[src/rtl/data_write_buffer_pkg.sv]
// Shared definitions for the posted-store write buffer: default depth,
// pointer width and the queued-entry layout.
package wb_pkg;

    localparam int DEFAULT_DEPTH = 4;
    localparam int PTR_W = $clog2(DEFAULT_DEPTH);

    // Start of the data segment; data_mem filters writes, the buffer does not.
    localparam logic [31:0] DATA_START = 32'h1000_0000;

    typedef struct packed {
        logic [29:0] addr;
        logic [31:0] data;
    } wb_entry_t;

endpackage

[src/rtl/data_write_buffer_if.sv]
// Core-side and data_mem-side signals of the write buffer; the buffer takes
// the slave modport, the core/memory environment the master modport.
interface data_write_buffer_if;

    logic [31:0] cpu_addr;
    logic [31:0] cpu_wdata;
    logic        cpu_read;
    logic        cpu_write;
    logic        cpu_sync;
    logic [31:0] cpu_rdata;
    logic        cpu_stall;
    logic        empty;
    logic [31:0] mem_addr;
    logic [31:0] mem_data_in;
    logic        mem_read;
    logic        mem_write;
    logic [31:0] mem_data_out;

    modport slave (
        input  cpu_addr, cpu_wdata, cpu_read, cpu_write, cpu_sync, mem_data_out,
        output cpu_rdata, cpu_stall, empty, mem_addr, mem_data_in, mem_read, mem_write
    );

    modport master (
        output cpu_addr, cpu_wdata, cpu_read, cpu_write, cpu_sync, mem_data_out,
        input  cpu_rdata, cpu_stall, empty, mem_addr, mem_data_in, mem_read, mem_write
    );

endinterface

[src/rtl/data_write_buffer_fwd_match.sv]
// Combinational search for the youngest queued store whose word address
// matches the lookup address.
module wb_fwd_match
    import wb_pkg::*;
#(
    parameter int DEPTH = DEFAULT_DEPTH
) (
    input  wb_entry_t                entries [DEPTH],
    input  logic [$clog2(DEPTH)-1:0] head,
    input  logic [$clog2(DEPTH):0]   count,
    input  logic [29:0]              lookup_addr,
    output logic                     hit,
    output logic [31:0]              data
);

    localparam int PW = $clog2(DEPTH);

    logic [PW-1:0] idx;

    // Walk from oldest to youngest so the last match found wins.
    always_comb begin
        hit  = 1'b0;
        data = '0;
        idx  = '0;
        for (int i = 0; i < DEPTH; i++) begin
            idx = head + i[PW-1:0];
            if (((PW+1)'(i) < count) && (entries[idx].addr == lookup_addr)) begin
                hit  = 1'b1;
                data = entries[idx].data;
            end
        end
    end

endmodule

[src/rtl/data_write_buffer.sv]
// Posted-store write buffer between the core's memory stage and data_mem:
// queues stores, forwards loads from queued data, drains on spare cycles.
module data_write_buffer
    import wb_pkg::*;
#(
    parameter int DEPTH = DEFAULT_DEPTH
) (
    input logic                clk,
    input logic                reset,
    data_write_buffer_if.slave bus
);

    localparam int PW = $clog2(DEPTH);
    localparam logic [PW:0] FULL_COUNT = (PW+1)'(DEPTH);

    wb_entry_t     entries [DEPTH];
    wb_entry_t     head_entry;
    logic [PW-1:0] head;
    logic [PW-1:0] tail;
    logic [PW:0]   count;

    logic        full;
    logic        is_empty;
    logic        idle;
    logic        drain;
    logic        stall;
    logic        push;
    logic        load;
    logic        fwd_hit;
    logic [31:0] fwd_data;

    assign head_entry = entries[head];
    assign full       = (count == FULL_COUNT);
    assign is_empty   = (count == '0);
    assign idle       = !bus.cpu_read && !bus.cpu_write;

    // A full store or a sync stalls, so a push and a pop never share a cycle.
    assign stall = (bus.cpu_write && full) || (bus.cpu_sync && !is_empty);
    assign drain = !is_empty && (idle || bus.cpu_sync || (bus.cpu_write && full));
    assign push  = bus.cpu_write && !stall;
    assign load  = bus.cpu_read && !bus.cpu_write && !stall;

    wb_fwd_match #(
        .DEPTH(DEPTH)
    ) u_fwd_match (
        .entries    (entries),
        .head       (head),
        .count      (count),
        .lookup_addr(bus.cpu_addr[31:2]),
        .hit        (fwd_hit),
        .data       (fwd_data)
    );

    assign bus.cpu_stall   = stall;
    assign bus.empty       = is_empty;
    assign bus.cpu_rdata   = fwd_hit ? fwd_data : bus.mem_data_out;
    assign bus.mem_read    = load && !fwd_hit;
    assign bus.mem_write   = drain;
    assign bus.mem_addr    = drain ? {head_entry.addr, 2'b00} : bus.cpu_addr;
    assign bus.mem_data_in = drain ? head_entry.data : 32'h0;

    always_ff @(posedge clk or posedge reset) begin
        if (reset) begin
            head  <= '0;
            tail  <= '0;
            count <= '0;
            for (int i = 0; i < DEPTH; i++) begin
                entries[i] <= '0;
            end
        end else if (push) begin
            entries[tail] <= '{addr: bus.cpu_addr[31:2], data: bus.cpu_wdata};
            tail          <= tail + 1'b1;
            count         <= count + 1'b1;
        end else if (drain) begin
            head  <= head + 1'b1;
            count <= count - 1'b1;
        end
    end

endmodule

[src/flat_wrapper.sv]
// flat-port wrapper written by rule: the top's interface ports become plain ports
module data_write_buffer_flat import wb_pkg::*;
#(
    parameter int DEPTH = DEFAULT_DEPTH
)
  (clk, reset, bus_cpu_addr, bus_cpu_wdata, bus_cpu_read, bus_cpu_write, bus_cpu_sync, bus_mem_data_out, bus_cpu_rdata, bus_cpu_stall, bus_empty, bus_mem_addr, bus_mem_data_in, bus_mem_read, bus_mem_write);
  data_write_buffer_if bus_i ();
  input logic clk;
  input logic reset;
  input wire logic [$bits(bus_i.cpu_addr)-1:0] bus_cpu_addr;
  input wire logic [$bits(bus_i.cpu_wdata)-1:0] bus_cpu_wdata;
  input wire logic [$bits(bus_i.cpu_read)-1:0] bus_cpu_read;
  input wire logic [$bits(bus_i.cpu_write)-1:0] bus_cpu_write;
  input wire logic [$bits(bus_i.cpu_sync)-1:0] bus_cpu_sync;
  input wire logic [$bits(bus_i.mem_data_out)-1:0] bus_mem_data_out;
  output wire logic [$bits(bus_i.cpu_rdata)-1:0] bus_cpu_rdata;
  output wire logic [$bits(bus_i.cpu_stall)-1:0] bus_cpu_stall;
  output wire logic [$bits(bus_i.empty)-1:0] bus_empty;
  output wire logic [$bits(bus_i.mem_addr)-1:0] bus_mem_addr;
  output wire logic [$bits(bus_i.mem_data_in)-1:0] bus_mem_data_in;
  output wire logic [$bits(bus_i.mem_read)-1:0] bus_mem_read;
  output wire logic [$bits(bus_i.mem_write)-1:0] bus_mem_write;
  assign bus_i.cpu_addr = bus_cpu_addr;
  assign bus_i.cpu_wdata = bus_cpu_wdata;
  assign bus_i.cpu_read = bus_cpu_read;
  assign bus_i.cpu_write = bus_cpu_write;
  assign bus_i.cpu_sync = bus_cpu_sync;
  assign bus_i.mem_data_out = bus_mem_data_out;
  assign bus_cpu_rdata = bus_i.cpu_rdata;
  assign bus_cpu_stall = bus_i.cpu_stall;
  assign bus_empty = bus_i.empty;
  assign bus_mem_addr = bus_i.mem_addr;
  assign bus_mem_data_in = bus_i.mem_data_in;
  assign bus_mem_read = bus_i.mem_read;
  assign bus_mem_write = bus_i.mem_write;
  data_write_buffer #(.DEPTH(DEPTH)) u_core (.clk(clk), .reset(reset), .bus(bus_i));
endmodule
[config.mk]
export PLATFORM = sky130hd
export DESIGN_NAME = data_write_buffer_flat
export DESIGN_NICKNAME = d
export VERILOG_FILES = /design/src/rtl/data_write_buffer_pkg.sv /design/src/rtl/data_write_buffer_if.sv /design/src/rtl/data_write_buffer_fwd_match.sv /design/src/rtl/data_write_buffer.sv /design/src/flat_wrapper.sv
export SDC_FILE = /design/constraint.sdc
export NUM_CORES = 1
export LEC_CHECK = 0
export CORE_AREA = 5 5 209 211
export CTS_CLUSTER_DIAMETER = 200
export DETAILED_ROUTE_END_ITERATION = 7
export DIE_AREA = 0 0 214 216
export DONT_BUFFER_PORTS = 1
export GPL_ROUTABILITY_DRIVEN = 0
export HOLD_SLACK_MARGIN = 0.15
export SYNTH_ARGS = -nofsm -noshare
export SYNTH_HDL_FRONTEND = slang
export SYNTH_SLANG_ARGS = --single-unit
[constraint.sdc]
create_clock -name clk -period 10.9 [get_ports clk]
set_clock_uncertainty 0.15 [all_clocks]
set_input_delay 2.18 -clock clk [delete_from_list [all_inputs] [get_ports clk]]
set_output_delay 2.18 -clock clk [all_outputs]
set_load 0.02 [all_outputs]
After elaboration in Yosys (flattened, before gate mapping):

Cells that the tools add are included.

* reduce and logical (&&, ||, !) cells: 24
* bitwise gates (word level): 6
* $lt $le $gt $ge: 10
* equality and inequality tests: 5
* multiplexer cells: 28
* add/sub/neg operators: 6

Operators with widths (number)
* 62-bit two-way mux: 9
* 62-bit binary-select mux with 2-bit select: 4
* 248-bit bitwise mux: 1
* 32-bit two-way mux: 7
* 62-bit demux with 2-bit select: 1
* 30-bit equality test: 4
* 3-bit >= comparator, second input constant: 5
* 2-bit inverter with 3-bit output: 5
* 1-bit logical AND: 13
* 1-bit by 3-bit < comparator with 1-bit output, first input constant: 2
* 2-bit by 3-bit < comparator with 1-bit output, first input constant: 2
* 3-bit two-way mux: 2
* 1-bit zero test: 5
* 2-bit by 1-bit adder with 2-bit output, second input constant: 2
* 2-bit adder, second input constant: 2
* 1-bit two-way mux: 4
* 3-bit by 1-bit adder with 3-bit output, second input constant: 1
* 3-bit equality test, second input constant: 1
* 3-bit zero test: 1
* 1-bit logical OR: 3
* 3-bit by 1-bit < comparator with 1-bit output, second input constant: 1
* 3-bit by 1-bit subtractor with 3-bit output, second input constant: 1
* 2-bit AND reduction: 1
* 2-bit nonzero test: 1
* 1-bit inverter: 1

* word-level logic and storage cells: 90
* bits in registers: 255
* output and inout bits: 100

Depth between registers and ports, before layout:

Gate-level depths: netlist of run 1.

* depth after elaboration: 12
* gate-level depth with buffers: 17
* depth with buffers taken out: 11

Cells and area by module:

Synthesis of run 1 repeated with hierarchy kept, for this count alone.

* cell total of the unflattened synthesis: 1817
* area total of the unflattened synthesis: 21541.9 µm²

By module, submodules not included
* data_write_buffer: sequential area each 6381.1 µm², times used 1, area an instance 13439.1 µm², cells each 762
* wb_fwd_match: sequential area each 0.0 µm², times used 1, area an instance 8102.8 µm², cells each 1055

Least setup slack after synthesis of run 1:

OpenSTA, ideal clock, no wires.

* kind: input to output
* from: input port bus_cpu_addr[19]
* to: output port bus_cpu_rdata[13]
* setup slack: 3726 ps
* stages on the path: 11
* arrival: 4844 ps
* data required time: 8570 ps
* path through: buf_2 -> xnor2_1 -> or4_1 -> or3_1 -> a211o_1 -> or2_1 -> buf_2 -> buf_6 -> mux2_4 -> o21ba_1 -> a2bb2oi_1

* word-level cells in the longest chain between the ends: 7

Ends and longest elaborated chain
* start: declaration: line flat_wrapper.sv:10 `input wire logic [$bits(bus_i.cpu_addr)-1:0] bus_cpu_addr;`
* 30-bit equality test: line data_write_buffer_fwd_match.sv:27 `if (((PW+1)'(i) < count) && (entries[idx].addr == lookup_addr)) begin`
* 1-bit logical AND: line data_write_buffer_fwd_match.sv:27
* 32-bit two-way mux or 1-bit two-way mux (tied branches) (4 in a row): line data_write_buffer_fwd_match.sv:27
* 32-bit two-way mux *: line data_write_buffer.sv:56 `assign bus.cpu_rdata = fwd_hit ? fwd_data : bus.mem_data_out;`
* end: declaration: line flat_wrapper.sv:16 `output wire logic [$bits(bus_i.cpu_rdata)-1:0] bus_cpu_rdata;`

Mark *: on every way between the ends. The rest lies on a longest branch, timed or not.

Final worst setup path of run 1:

* from: register u_core.head[1]
* to: output port bus_cpu_rdata[26]

* word-level cells in the longest chain between the ends: 11

Ends and longest elaborated chain
* start: declaration: line data_write_buffer.sv:18 `logic [PW-1:0] head;`
* start signal: assignment: line data_write_buffer.sv:75 `head <= head + 1'b1;`
* 2-bit by 1-bit adder with 2-bit output or 2-bit inverter with 3-bit output (tied branches): line data_write_buffer_fwd_match.sv:26, data_write_buffer_fwd_match.sv:27, data_write_buffer_fwd_match.sv:29
* 2-bit inverter with 3-bit output (not written as such) or 62-bit binary-select mux with 2-bit select (tied branches): line data_write_buffer_fwd_match.sv:27, data_write_buffer_fwd_match.sv:29
* 62-bit binary-select mux with 2-bit select or 62-bit two-way mux (tied branches): line data_write_buffer_fwd_match.sv:27, data_write_buffer_fwd_match.sv:29
* 62-bit two-way mux (on tied branches): line data_write_buffer_fwd_match.sv:29, data_write_buffer_fwd_match.sv:27
* 62-bit two-way mux (not written as such) or 30-bit equality test (tied branches): line data_write_buffer_fwd_match.sv:29, data_write_buffer_fwd_match.sv:27
* 30-bit equality test or 1-bit logical AND (tied branches): line data_write_buffer_fwd_match.sv:27
* 1-bit logical AND, or another cell as far along: line data_write_buffer_fwd_match.sv:27
* 32-bit two-way mux or 1-bit two-way mux (tied branches) (3 in a row): line data_write_buffer_fwd_match.sv:27
* 32-bit two-way mux *: line data_write_buffer.sv:56

Mark *: on every way between the ends. The rest lies on a longest branch, timed or not. The select of a mux whose other input is x is not followed.

==> results.sh, run 1 <==
export IMPL_status="finished clean"
export IMPL_track_usage_pct=24.3
export IMPL_setup_slack_ns=2.51
export IMPL_maxCapViolCount=0
export IMPL_power_share_combinational_pct=59.2
export IMPL_routed_via_density=6.44
export IMPL_cts_hold_fix_buffers=0
export IMPL_fin_tns_setup_ns=0
export IMPL_distinct_cell_type_count_of_the_synthesized_netlist=67
export IMPL_syn_cell_area_mm2=0.0196
export IMPL_yosys_most_used_dff="dfrtp_1"
export IMPL_min_period_over_period_pct=76.9
export IMPL_mostFrequentLayoutCell="dfrtp_1"
export IMPL_p_seq_share_pct=26.6
export IMPL_dp_slack_ns=3.01
export IMPL_first_global_vias=14242
export IMPL_avgSynthCellArea_um2=11.2
export IMPL_mappedNetlistNets=1852
export IMPL_layout_common_cells="dfrtp_1 (253), mux2_2 (244), nand2_1 (170)"
export IMPL_grt_start_max_net_pins=135
export IMPL_die_h_um=216
export IMPL_ctsLongestPathBuffers=3
export IMPL_power_switching_mw=3.30
export IMPL_synth_seq_area_share_pct=32.6
export IMPL_drt_wirelength_per_cell_um=26.0
export IMPL_numCtsBuffers=31
export IMPL_static_leakage_power_nw=9.00
export IMPL_path_max_fanout=52
export IMPL_critical_path_endpoint_type="primary output"
export IMPL_cts_repair_resize_count=0
export IMPL_worst_ir_drop_vdd_mv=0.179
export IMPL_vias=14184
export IMPL_gr_overflow_total=0
export IMPL_design_final_nets=1748
export IMPL_final_hold_viol_count=0
export IMPL_clockPowerShare_pct=14.2
export IMPL_cts_htree_levels=1
export IMPL_ios=201
export IMPL_post_route_drc_count=0
export IMPL_synth_warn=0
export IMPL_die_width_um=214
export IMPL_floorplan_initialDensity_pct=47.1
export IMPL_final_antenna_net_count=0
export IMPL_dp_final_hpwl_um=38600
export IMPL_critical_path_required_ns=8.57
export IMPL_areaGrowthSynthToFinish_pct=6.00
export IMPL_clock_root_buffer="clkbuf_16"
export IMPL_rows=75
export IMPL_critPathLaunchType="flip-flop"
export IMPL_ys_seq_elements=255
export IMPL_io_buffers=0
export IMPL_tritoncts="yes"
export IMPL_hold_path_class="reg2reg"
export IMPL_drt_total_wl_um=57400
export IMPL_synth_async_reset_ratio_pct=100
export IMPL_r2r_slack_ns=6.42
export IMPL_netlist_instances=1743
export IMPL_drt_first_iter_violations=993
export IMPL_cts_num_sinks=255
export IMPL_synth_enable_flop_cells=0
export IMPL_max_freq_mhz=119
export IMPL_grt_antenna_before_repair=0
export IMPL_worst_setup_path_type="reg2out"
export IMPL_p_int_mw=4.15
export IMPL_fillCellCount=3763
export IMPL_number_of_slew_limit_violations_in_the_final_report=0
export IMPL_layout_drive_gt1_share_pct=28.5
export IMPL_floorplan_die_area_mm2=0.0462
export IMPL_clk_pin_slew_worst_paths_ns=0.06
export IMPL_clkLatencyLatePin_ns=0.59
export IMPL_worst_endpoint_arrival_ns=6.06
export IMPL_grt_pass1_wl_um=89600
export IMPL_report_final_setup_viol=0
export IMPL_final_seq_area_mm2=0.00639
export IMPL_switching_share_pct=44.3
export IMPL_postCtsSetupRepairBufs=0
export IMPL_worst_slew_pin_slew_ns=1.23
export IMPL_multi_input_gate_area_mm2=0.0123
export IMPL_timing_max_slew_rel_slack_pct=15.8
export IMPL_fin_crit_ns=8.39
export IMPL_power_density_cell_area_mw_per_mm2=359
export IMPL_core_area_mm2=0.0416
export IMPL_rsz_0062_raised_after_global_routing="no"
export IMPL_drtPass1Iterations=6
-- metrics by stage --
step	instances	total power, mW	area [um^2]	utilization [%]	hold slack [ns]
after floorplan	1743	5.42	19600	-	0.330
after global placement	2145	6.28	19700	47.4	0.359
after detailed placement	2145	6.38	19700	47.4	0.367
after CTS	2202	7.46	20800	50.0	0.380
after global routing	2202	7.92	20800	50.0	0.396
final	2203	7.45	20800	50.0	0.381
-- layer usage --
metal	routed length [um]	vias up	share of wire, %	global-route usage, %
met5	0	-	0	0
met4	1300	0	2.3	5.24
met3	4110	87	7.2	5.23
met2	27600	515	48	40.8
met1	24400	7297	42	32.8
li1	-	6285	-	-
-- cells in the mapped netlist, types with 10 or more instances --
| cell | n | share of area [%] |
|---|---|---|
| dfrtp_1 | 255 | 33 |
| mux2_2 | 244 | 14 |
| nand2_1 | 174 | 3.3 |
| mux2i_1 | 167 | 8.5 |
| mux4_2 | 123 | 14 |
| xnor2_1 | 105 | 4.7 |
| clkbuf_1 | 79 | 1.5 |
| a21oi_1 | 54 | 1.4 |
| buf_2 | 35 | 0.89 |
| inv_1 | 34 | 0.65 |
| nand4_1 | 34 | 1.1 |
| nor2b_1 | 30 | 0.96 |
| o21ai_0 | 26 | 0.66 |
| a21o_1 | 25 | 0.96 |
| a2bb2oi_1 | 25 | 1.1 |
| and3_1 | 25 | 0.80 |
| nor3b_1 | 24 | 0.92 |
| o21ba_1 | 23 | 1.2 |
| mux2_4 | 20 | 1.5 |
| xor2_1 | 20 | 0.89 |
| buf_4 | 19 | 0.73 |
| nor3_1 | 19 | 0.49 |
| buf_1 | 17 | 0.33 |
| and2_1 | 16 | 0.51 |
| a211oi_1 | 15 | 0.57 |
| nor2_1 | 15 | 0.29 |
| nor4_1 | 11 | 0.35 |
| nor4b_1 | 10 | 0.45 |
-- worst max-delay path, stage by stage, from the launching register on --
cell and delay (ns):
dfrtp_4 0.82, buf_4 0.71, mux2i_1 0.38, nor2_1 0.16
a2111oi_0 0.98, o22ai_1 0.14, or3_1 0.43, buf_4 0.30
o22ai_2 0.20, buf_4 0.40, a21oi_1 0.07, o21ba_1 0.24
a2bb2oi_1 0.53
-- power by group through the flow --
stage                     logic [mW]  registers (mW)  clock network, mW
after CTS                       4.42            1.97               1.08
final                           4.41            1.98               1.06
after global placement          4.34            1.94                  0
after global routing            4.75            2.06               1.11
after detailed placement        4.40            1.98                  0
after floorplan                 3.68            1.75                  0
-- layout make-up --
type / count / share of cell area (%)
antenna: 1 / 0.0120
clock buffer: 48 / 4.48
clock inverter: 9 / 0.542
multi-input combinational: 1292 / 59.3
tap: 539 / 3.25
timing repair buffer: 23 / 0.952
sequential: 255 / 30.8
inverter: 36 / 0.687
-- registers in the layout, summed over array words and instances (netlist names) --
register,cells
u_core.count,3
u_core.entries,248
u_core.head,2
u_core.tail,2
-- worst paths after layout --
path	from	cells past startpoint	to
min in group asynchronous	reset	1	u_core.entries[226]
max reg2reg	u_core.count[1]	8	u_core.entries[38]
min reg2reg	u_core.entries[97]	1	u_core.entries[97]
max in group asynchronous	reset	3	u_core.head[0]
min	u_core.entries[97]	1	u_core.entries[97]
max	u_core.head[1]	12	bus_cpu_rdata[26]
-- cell families (layout without fill, tap and decap cells) --
kind of cell / count (synthesis) / in the layout / synth area share, %
XOR/XNOR: 125 / 125 / 5.59
flip-flops: 255 / 255 / 32.6
AO/OA/AOI/OAI: 226 / 226 / 8.43
AND/OR/NAND/NOR: 379 / 379 / 9.92
buffers and inverters: 196 / 116 / 4.76
adder cells (fa/ha/maj): 8 / 8 / 0.511
other: 0 / 1 / 0
multiplexers: 554 / 554 / 38.2
Note: power is estimated with default switching activity, not from simulation.
==> inputs of run 2 (changes only) <==
==> constraint.sdc (replaced) <==
create_clock -name clk -period 8.75 [get_ports clk]
set_clock_uncertainty 0.15 [all_clocks]
set_input_delay 1.75 -clock clk [delete_from_list [all_inputs] [get_ports clk]]
set_output_delay 1.75 -clock clk [all_outputs]
set_load 0.02 [all_outputs]
==> run 2 against run 1 <==
Utilization up 0.32 points. Critical path depth is 1 lower. Register-to-register slack got worse by 1.4 ns. Via count up 0.30%. Critical path type unchanged.
==> results.sh, run 2 (synthesized netlist as in run 1, its figures left out) <==
export IMPL_fin_tns_setup_ns=0
export IMPL_rr_startpoint="u_core.count[0]"
export IMPL_cts_num_sinks=255
export IMPL_grt_antenna_before_repair=0
export IMPL_status="finished clean"
export IMPL_critical_path_top_cell_by_count="buf_4"
export IMPL_vias=14227
export IMPL_p_seq_share_pct=26.1
export IMPL_cts_hold_fix_buffers=0
export IMPL_clk_pin_slew_worst_paths_ns=0.06
export IMPL_areaGrowthSynthToFinish_pct=6.68
export IMPL_hold_path_cell_cnt=1
export IMPL_p_int_mw=5.28
export IMPL_tritoncts="yes"
export IMPL_clock_root_buffer="clkbuf_16"
export IMPL_hold_path_class="reg2reg"
export IMPL_report_final_setup_viol=0
export IMPL_r2r_end="u_core.count[1]"
export IMPL_drt_wirelength_per_cell_um=25.9
export IMPL_number_of_slew_limit_violations_in_the_final_report=0
export IMPL_grt_pass1_wl_um=89200
export IMPL_layout_common_cells="dfrtp_1 (253), mux2_2 (244), nand2_1 (170)"
export IMPL_track_usage_pct=24.1
export IMPL_critPathSlowestCell="buf_4"
export IMPL_worst_setup_path_type="reg2out"
export IMPL_core_area_mm2=0.0416
export IMPL_utilization_pct=50.3
export IMPL_critical_path_top_delay_family="simple AND/OR/NAND/NOR gates"
export IMPL_worstPathCellList="buf_4 > mux4_2 > xnor2_1 > nand4_1 > or4_1 > nor4_1 > a221oi_4 > buf_4 > nand2b_1 > o31ai_1 > o21ai_0"
export IMPL_worst_slew_pin_slew_ns=1.18
export IMPL_clkLatencyLatePin_ns=0.59
export IMPL_die_h_um=216
export IMPL_routed_via_density=6.44
export IMPL_r2r_worst_path_cells=9
export IMPL_crit_path_max_incr_delay_ns=0.80
export IMPL_ctsLongestPathBuffers=3
export IMPL_path_max_fanout=60
export IMPL_postCtsSetupRepairBufs=0
export IMPL_power_switching_mw=4.13
export IMPL_layout_drive_gt1_share_pct=28.9
export IMPL_drt_total_wl_um=57200
export IMPL_largest_register_ff_count=248
export IMPL_finalInstanceArea_mm2=0.0209
export IMPL_fin_crit_ns=7.80
export IMPL_power_share_combinational_pct=58.8
export IMPL_die_width_um=214
export IMPL_largest_register="u_core.entries"
export IMPL_rows=75
export IMPL_first_global_vias=14255
export IMPL_r2r_slack_ns=5.06
export IMPL_cts_repair_resize_count=0
export IMPL_top_regs="u_core.entries: 248 flops, u_core.count: 3 flops"
export IMPL_dp_final_hpwl_um=39100
export IMPL_switching_share_pct=43.9
export IMPL_critPathBufInv=2
export IMPL_timing_max_slew_rel_slack_pct=21.3
export IMPL_setup_slack_ns=0.948
export IMPL_final_hold_viol_count=0
export IMPL_ios=201
export IMPL_io_buffers=0
export IMPL_hold_path_endpoint="u_core.entries[41]"
export IMPL_critical_path_endpoint_type="primary output"
export IMPL_clockPowerShare_pct=15.0
export IMPL_numCtsBuffers=30
export IMPL_critical_path_required_ns=6.85
export IMPL_grt_start_max_net_pins=137
export IMPL_floorplan_die_area_mm2=0.0462
export IMPL_floorplan_initialDensity_pct=47.1
export IMPL_dp_slack_ns=1.61
export IMPL_worst_endpoint_arrival_ns=5.90
export IMPL_worst_ir_drop_vdd_mv=0.293
export IMPL_drt_first_iter_violations=1081
export IMPL_mostFrequentLayoutCell="dfrtp_1"
export IMPL_max_freq_mhz=128
export IMPL_dpl_cell_area_mm2=0.0198
export IMPL_drtPass1Iterations=7
export IMPL_static_leakage_power_nw=9.07
export IMPL_gr_overflow_total=0
export IMPL_rsz_0062_raised_after_global_routing="no"
export IMPL_post_route_drc_count=0
export IMPL_hold_path_startpoint="u_core.entries[41]"
export IMPL_report_power_total_mw=9.41
export IMPL_min_period_over_period_pct=89.2
export IMPL_design_final_nets=1755
export IMPL_maxCapViolCount=0
export IMPL_final_antenna_net_count=0
export IMPL_power_density_cell_area_mw_per_mm2=450
export IMPL_critPathLaunchType="flip-flop"
export IMPL_cts_htree_levels=1
export IMPL_diodes=0
-- run 2: cell type report --
type                       count  area (um^2)
clock buffer                  41          842
clock inverter                15          279
fill                        3715        20700
inverter                      36          139
multi-input combinational   1292        12300
sequential                   255         6390
tap                          539          674
timing repair buffer          31          258
-- run 2: how the worst max path moves through the flow --
stage | startpoint | endpoint | depth (start not counted)
floorplan | bus_cpu_addr[19] | bus_cpu_rdata[13] | 11
CTS | u_core.head[0] | bus_cpu_rdata[30] | 11
finish | u_core.head[0] | bus_cpu_rdata[30] | 11
global placement | u_core.head[0] | bus_cpu_rdata[30] | 11
detailed placement | u_core.head[0] | bus_cpu_rdata[30] | 11
global route | u_core.head[0] | bus_cpu_rdata[30] | 11
-- run 2: per-layer routing --
metal | routed length, um | global-route usage [%] | part of all wire (%) | up-vias
met5 | 0 | 0 | 0 | -
met4 | 1460 | 5.60 | 2.6 | 0
met3 | 4020 | 4.64 | 7.0 | 81
met2 | 27400 | 39.9 | 48 | 506
met1 | 24400 | 33.2 | 43 | 7350
li1 | - | - | - | 6290
-- run 2: power groups by stage --
stage	Combinational (mW)	Sequential (mW)	Clock (mW)
global placement	5.44	2.41	0
detailed placement	5.50	2.46	0
floorplan	4.58	2.18	0
global route	5.94	2.55	1.49
finish	5.54	2.46	1.42
CTS	5.53	2.44	1.44
-- run 2: stage by stage --
step                      cells  hold WS, ns
after global routing       2209        0.394
after floorplan            1743        0.330
after global placement     2153        0.360
after CTS                  2209        0.382
final                      2209        0.381
after detailed placement   2153        0.369
-- run 2: worst register-to-register path, stage by stage (launching register included) --
cell,delay [ns]
dfrtp_1,0.43
inv_1,0.14
ha_1,0.23
nor2b_1,0.56
or2_2,0.22
buf_4,0.47
inv_2,0.50
buf_4,0.45
a211oi_1,0.32
a211o_1,0.13
==> inputs of run 3 (changes only) <==
--- a/config.mk
+++ b/config.mk
@@ -9,9 +9,10 @@
 export CTS_CLUSTER_DIAMETER = 200
 export DETAILED_ROUTE_END_ITERATION = 7
 export DIE_AREA = 0 0 214 216
-export DONT_BUFFER_PORTS = 1
 export GPL_ROUTABILITY_DRIVEN = 0
 export HOLD_SLACK_MARGIN = 0.15
+export PLACE_DENSITY = 0.71
+export REMOVE_ABC_BUFFERS = 1
 export SYNTH_ARGS = -nofsm -noshare
 export SYNTH_HDL_FRONTEND = slang
 export SYNTH_SLANG_ARGS = --single-unit
==> constraint.sdc (replaced) <==
create_clock -name clk -period 6.9 [get_ports clk]
set_clock_uncertainty 0.15 [all_clocks]
set_input_delay 1.38 -clock clk [delete_from_list [all_inputs] [get_ports clk]]
set_output_delay 1.38 -clock clk [all_outputs]
set_load 0.02 [all_outputs]
==> run 3 against run 2 <==
Setup slack got worse by 0.78 ns. Largest power group unchanged. Die area unchanged. First-iteration DRC count increased by 29%. Critical path depth increased by 1. Critical path type unchanged. Sequential power increased by 25%.
==> results.sh, run 3 (synthesized netlist as in run 1, its figures left out) <==
export IMPL_layout_drive_gt1_share_pct=27.4
export IMPL_tritoncts="yes"
export IMPL_areaGrowthSynthToFinish_pct=18.6
export IMPL_grt_pass1_wl_um=89300
export IMPL_final_antenna_net_count=0
export IMPL_grt_antenna_before_repair=2
export IMPL_dpl_cell_area_mm2=0.0222
export IMPL_layout_common_cells="dfrtp_1 (253), mux2_2 (244), clkdlybuf4s50_1 (200)"
export IMPL_final_hold_viol_count=0
export IMPL_drt_first_iter_violations=1391
export IMPL_crit_path_max_incr_delay_ns=0.67
export IMPL_drtPass1Iterations=5
export IMPL_rsz_0062_raised_after_global_routing="no"
export IMPL_critical_path_top_cell_by_count="a21oi_1"
export IMPL_numCtsBuffers=29
export IMPL_fin_cells=2451
export IMPL_p_int_mw=7.12
export IMPL_largest_register_ff_count=248
export IMPL_vias=15177
export IMPL_worst_endpoint_arrival_ns=5.20
export IMPL_ios=201
export IMPL_die_h_um=216
export IMPL_top_regs="u_core.entries: 248 flops, u_core.count: 3 flops"
export IMPL_routed_wl_met2_um=28000
export IMPL_clkLatencyLatePin_ns=0.57
export IMPL_hold_path_class="reg2reg"
export IMPL_static_leakage_power_nw=10.0
export IMPL_fin_crit_ns=6.73
export IMPL_critical_path_endpoint_type="primary output"
export IMPL_mostFrequentLayoutCell="dfrtp_1"
export IMPL_maxCapViolCount=0
export IMPL_fillCellCount=3530
export IMPL_report_final_setup_viol=0
export IMPL_worst_ir_drop_vdd_mv=0.268
export IMPL_track_usage_pct=23.9
export IMPL_dp_slack_ns=0.250
export IMPL_drt_total_wl_um=57200
export IMPL_floorplan_die_area_mm2=0.0462
export IMPL_drt_wirelength_per_cell_um=23.4
export IMPL_critPathLaunchType="flip-flop"
export IMPL_dp_final_hpwl_um=39600
export IMPL_clock_root_buffer="clkbuf_16"
export IMPL_die_width_um=214
export IMPL_max_freq_mhz=149
export IMPL_design_final_nets=1997
export IMPL_dr_max_layer_used="met4"
export IMPL_floorplan_initialDensity_pct=47.1
export IMPL_clk_pin_slew_worst_paths_ns=0.06
export IMPL_critPathSlowestCell="clkdlybuf4s50_1"
export IMPL_switching_share_pct=42.8
export IMPL_first_global_vias=15413
export IMPL_path_max_fanout=65
export IMPL_core_area_mm2=0.0416
export IMPL_final_seq_area_mm2=0.00639
export IMPL_dr_wl_met3_um=3790
export IMPL_report_power_total_mw=12.4
export IMPL_worstPathCellList="clkinv_1 > buf_12 > a211oi_1 > a21oi_1 > xnor2_1 > nand4_1 > nor4_1 > and4_2 > buf_12 > a21oi_1 > a21oi_1 > clkdlybuf4s50_1"
export IMPL_r2r_worst_path_cells=8
export IMPL_power_density_cell_area_mw_per_mm2=536
export IMPL_power_share_combinational_pct=62.6
export IMPL_rows=75
export IMPL_fin_tns_setup_ns=0
export IMPL_worst_slew_pin_slew_ns=1.23
export IMPL_grt_start_max_net_pins=149
export IMPL_cts_num_sinks=255
export IMPL_p_seq_share_pct=24.7
export IMPL_fin_hold_ws_ns=0.381
export IMPL_hold_path_cell_cnt=1
export IMPL_clockPowerShare_pct=12.7
export IMPL_multi_input_gate_area_mm2=0.0123
export IMPL_post_route_drc_count=0
export IMPL_utilization_pct=55.9
export IMPL_min_period_over_period_pct=97.5
export IMPL_placed_cells_incl_taps=2395
export IMPL_ctsLongestPathBuffers=3
export IMPL_worst_setup_path_type="reg2out"
export IMPL_io_buffers=200
export IMPL_power_switching_mw=5.32
export IMPL_setup_slack_ns=0.172
export IMPL_status="finished clean"
export IMPL_finalInstanceArea_mm2=0.0232
export IMPL_largest_register="u_core.entries"
export IMPL_gr_overflow_total=0
export IMPL_cts_htree_levels=1
export IMPL_postCtsSetupRepairBufs=0
export IMPL_routed_via_density=6.19
export IMPL_routedLengthMet1_um=23800
export IMPL_critical_path_required_ns=5.37
export IMPL_timing_max_slew_rel_slack_pct=17.9
export IMPL_number_of_slew_limit_violations_in_the_final_report=0
-- run 3: changes by cell type in the layout (fill, tap and decap cells not counted), moves of 2 or more --
cell             before  now
bufinv_16             7    2
clkbuf_8              5    8
diode_2               0    3
clkinvlp_4            1    3
buf_4                29   61
clkinv_2              6    4
buf_12                2   10
clkbuf_1              6    4
clkdlybuf4s50_1       0  200
-- run 3: cell type report --
type | instances | area share, %
flip-flops and latches | 255 | 27.5
repair buffers | 274 | 11.7
diodes | 3 | 0.0323
clock inverters | 11 | 0.565
inverters | 36 | 0.614
multi-input cells | 1292 | 53.0
well taps | 539 | 2.90
clock buffers | 41 | 3.66
-- run 3: final timing paths --
| path | from | to | slack, ns |
|---|---|---|---|
| max in group asynchronous | reset | u_core.entries[82] | 4.07 |
| worst max register to register | u_core.count[0] | u_core.entries[148] | 2.98 |
| worst min register to register | u_core.entries[54] | u_core.entries[54] | 0.38 |
| min in group asynchronous | reset | u_core.entries[58] | 1.18 |
| worst max-delay path | u_core.head[0] | bus_cpu_rdata[0] | 0.17 |
| worst min-delay path | u_core.entries[54] | u_core.entries[54] | 0.38 |
-- run 3: what timing repair did --
item	in CTS	in global routing
resized for setup	0	2
setup endpoints to repair	0	13
hold buffers	0	0
-- run 3: worst max-delay path, delay by kind of cell, from the launching register on --
family / cells / cell delay (ns)
AOI/OAI and AO/OA: 4 / 0.71
DFF: 1 / 0.65
and+or+nand+nor: 3 / 1.06
xor gates and xnor gates: 1 / 0.23
buffers and inverters: 4 / 1.87
-- run 3: per-layer routing --
metal	vias up	track usage [%]
met5	-	0
li1	6766	-
met2	576	40.2
met4	0	7.21
met3	106	3.97
met1	7729	32.1
-- run 3: power groups by stage --
stage                     Combinational, mW  Clock, mW  Sequential [mW]
after global routing                   8.33       1.68             3.19
after detailed placement               7.70          0             3.06
after floorplan                        6.04          0             3.23
after global placement                 7.57          0             2.97
final                                  7.79       1.58             3.08
after CTS                              7.75       1.62             3.04
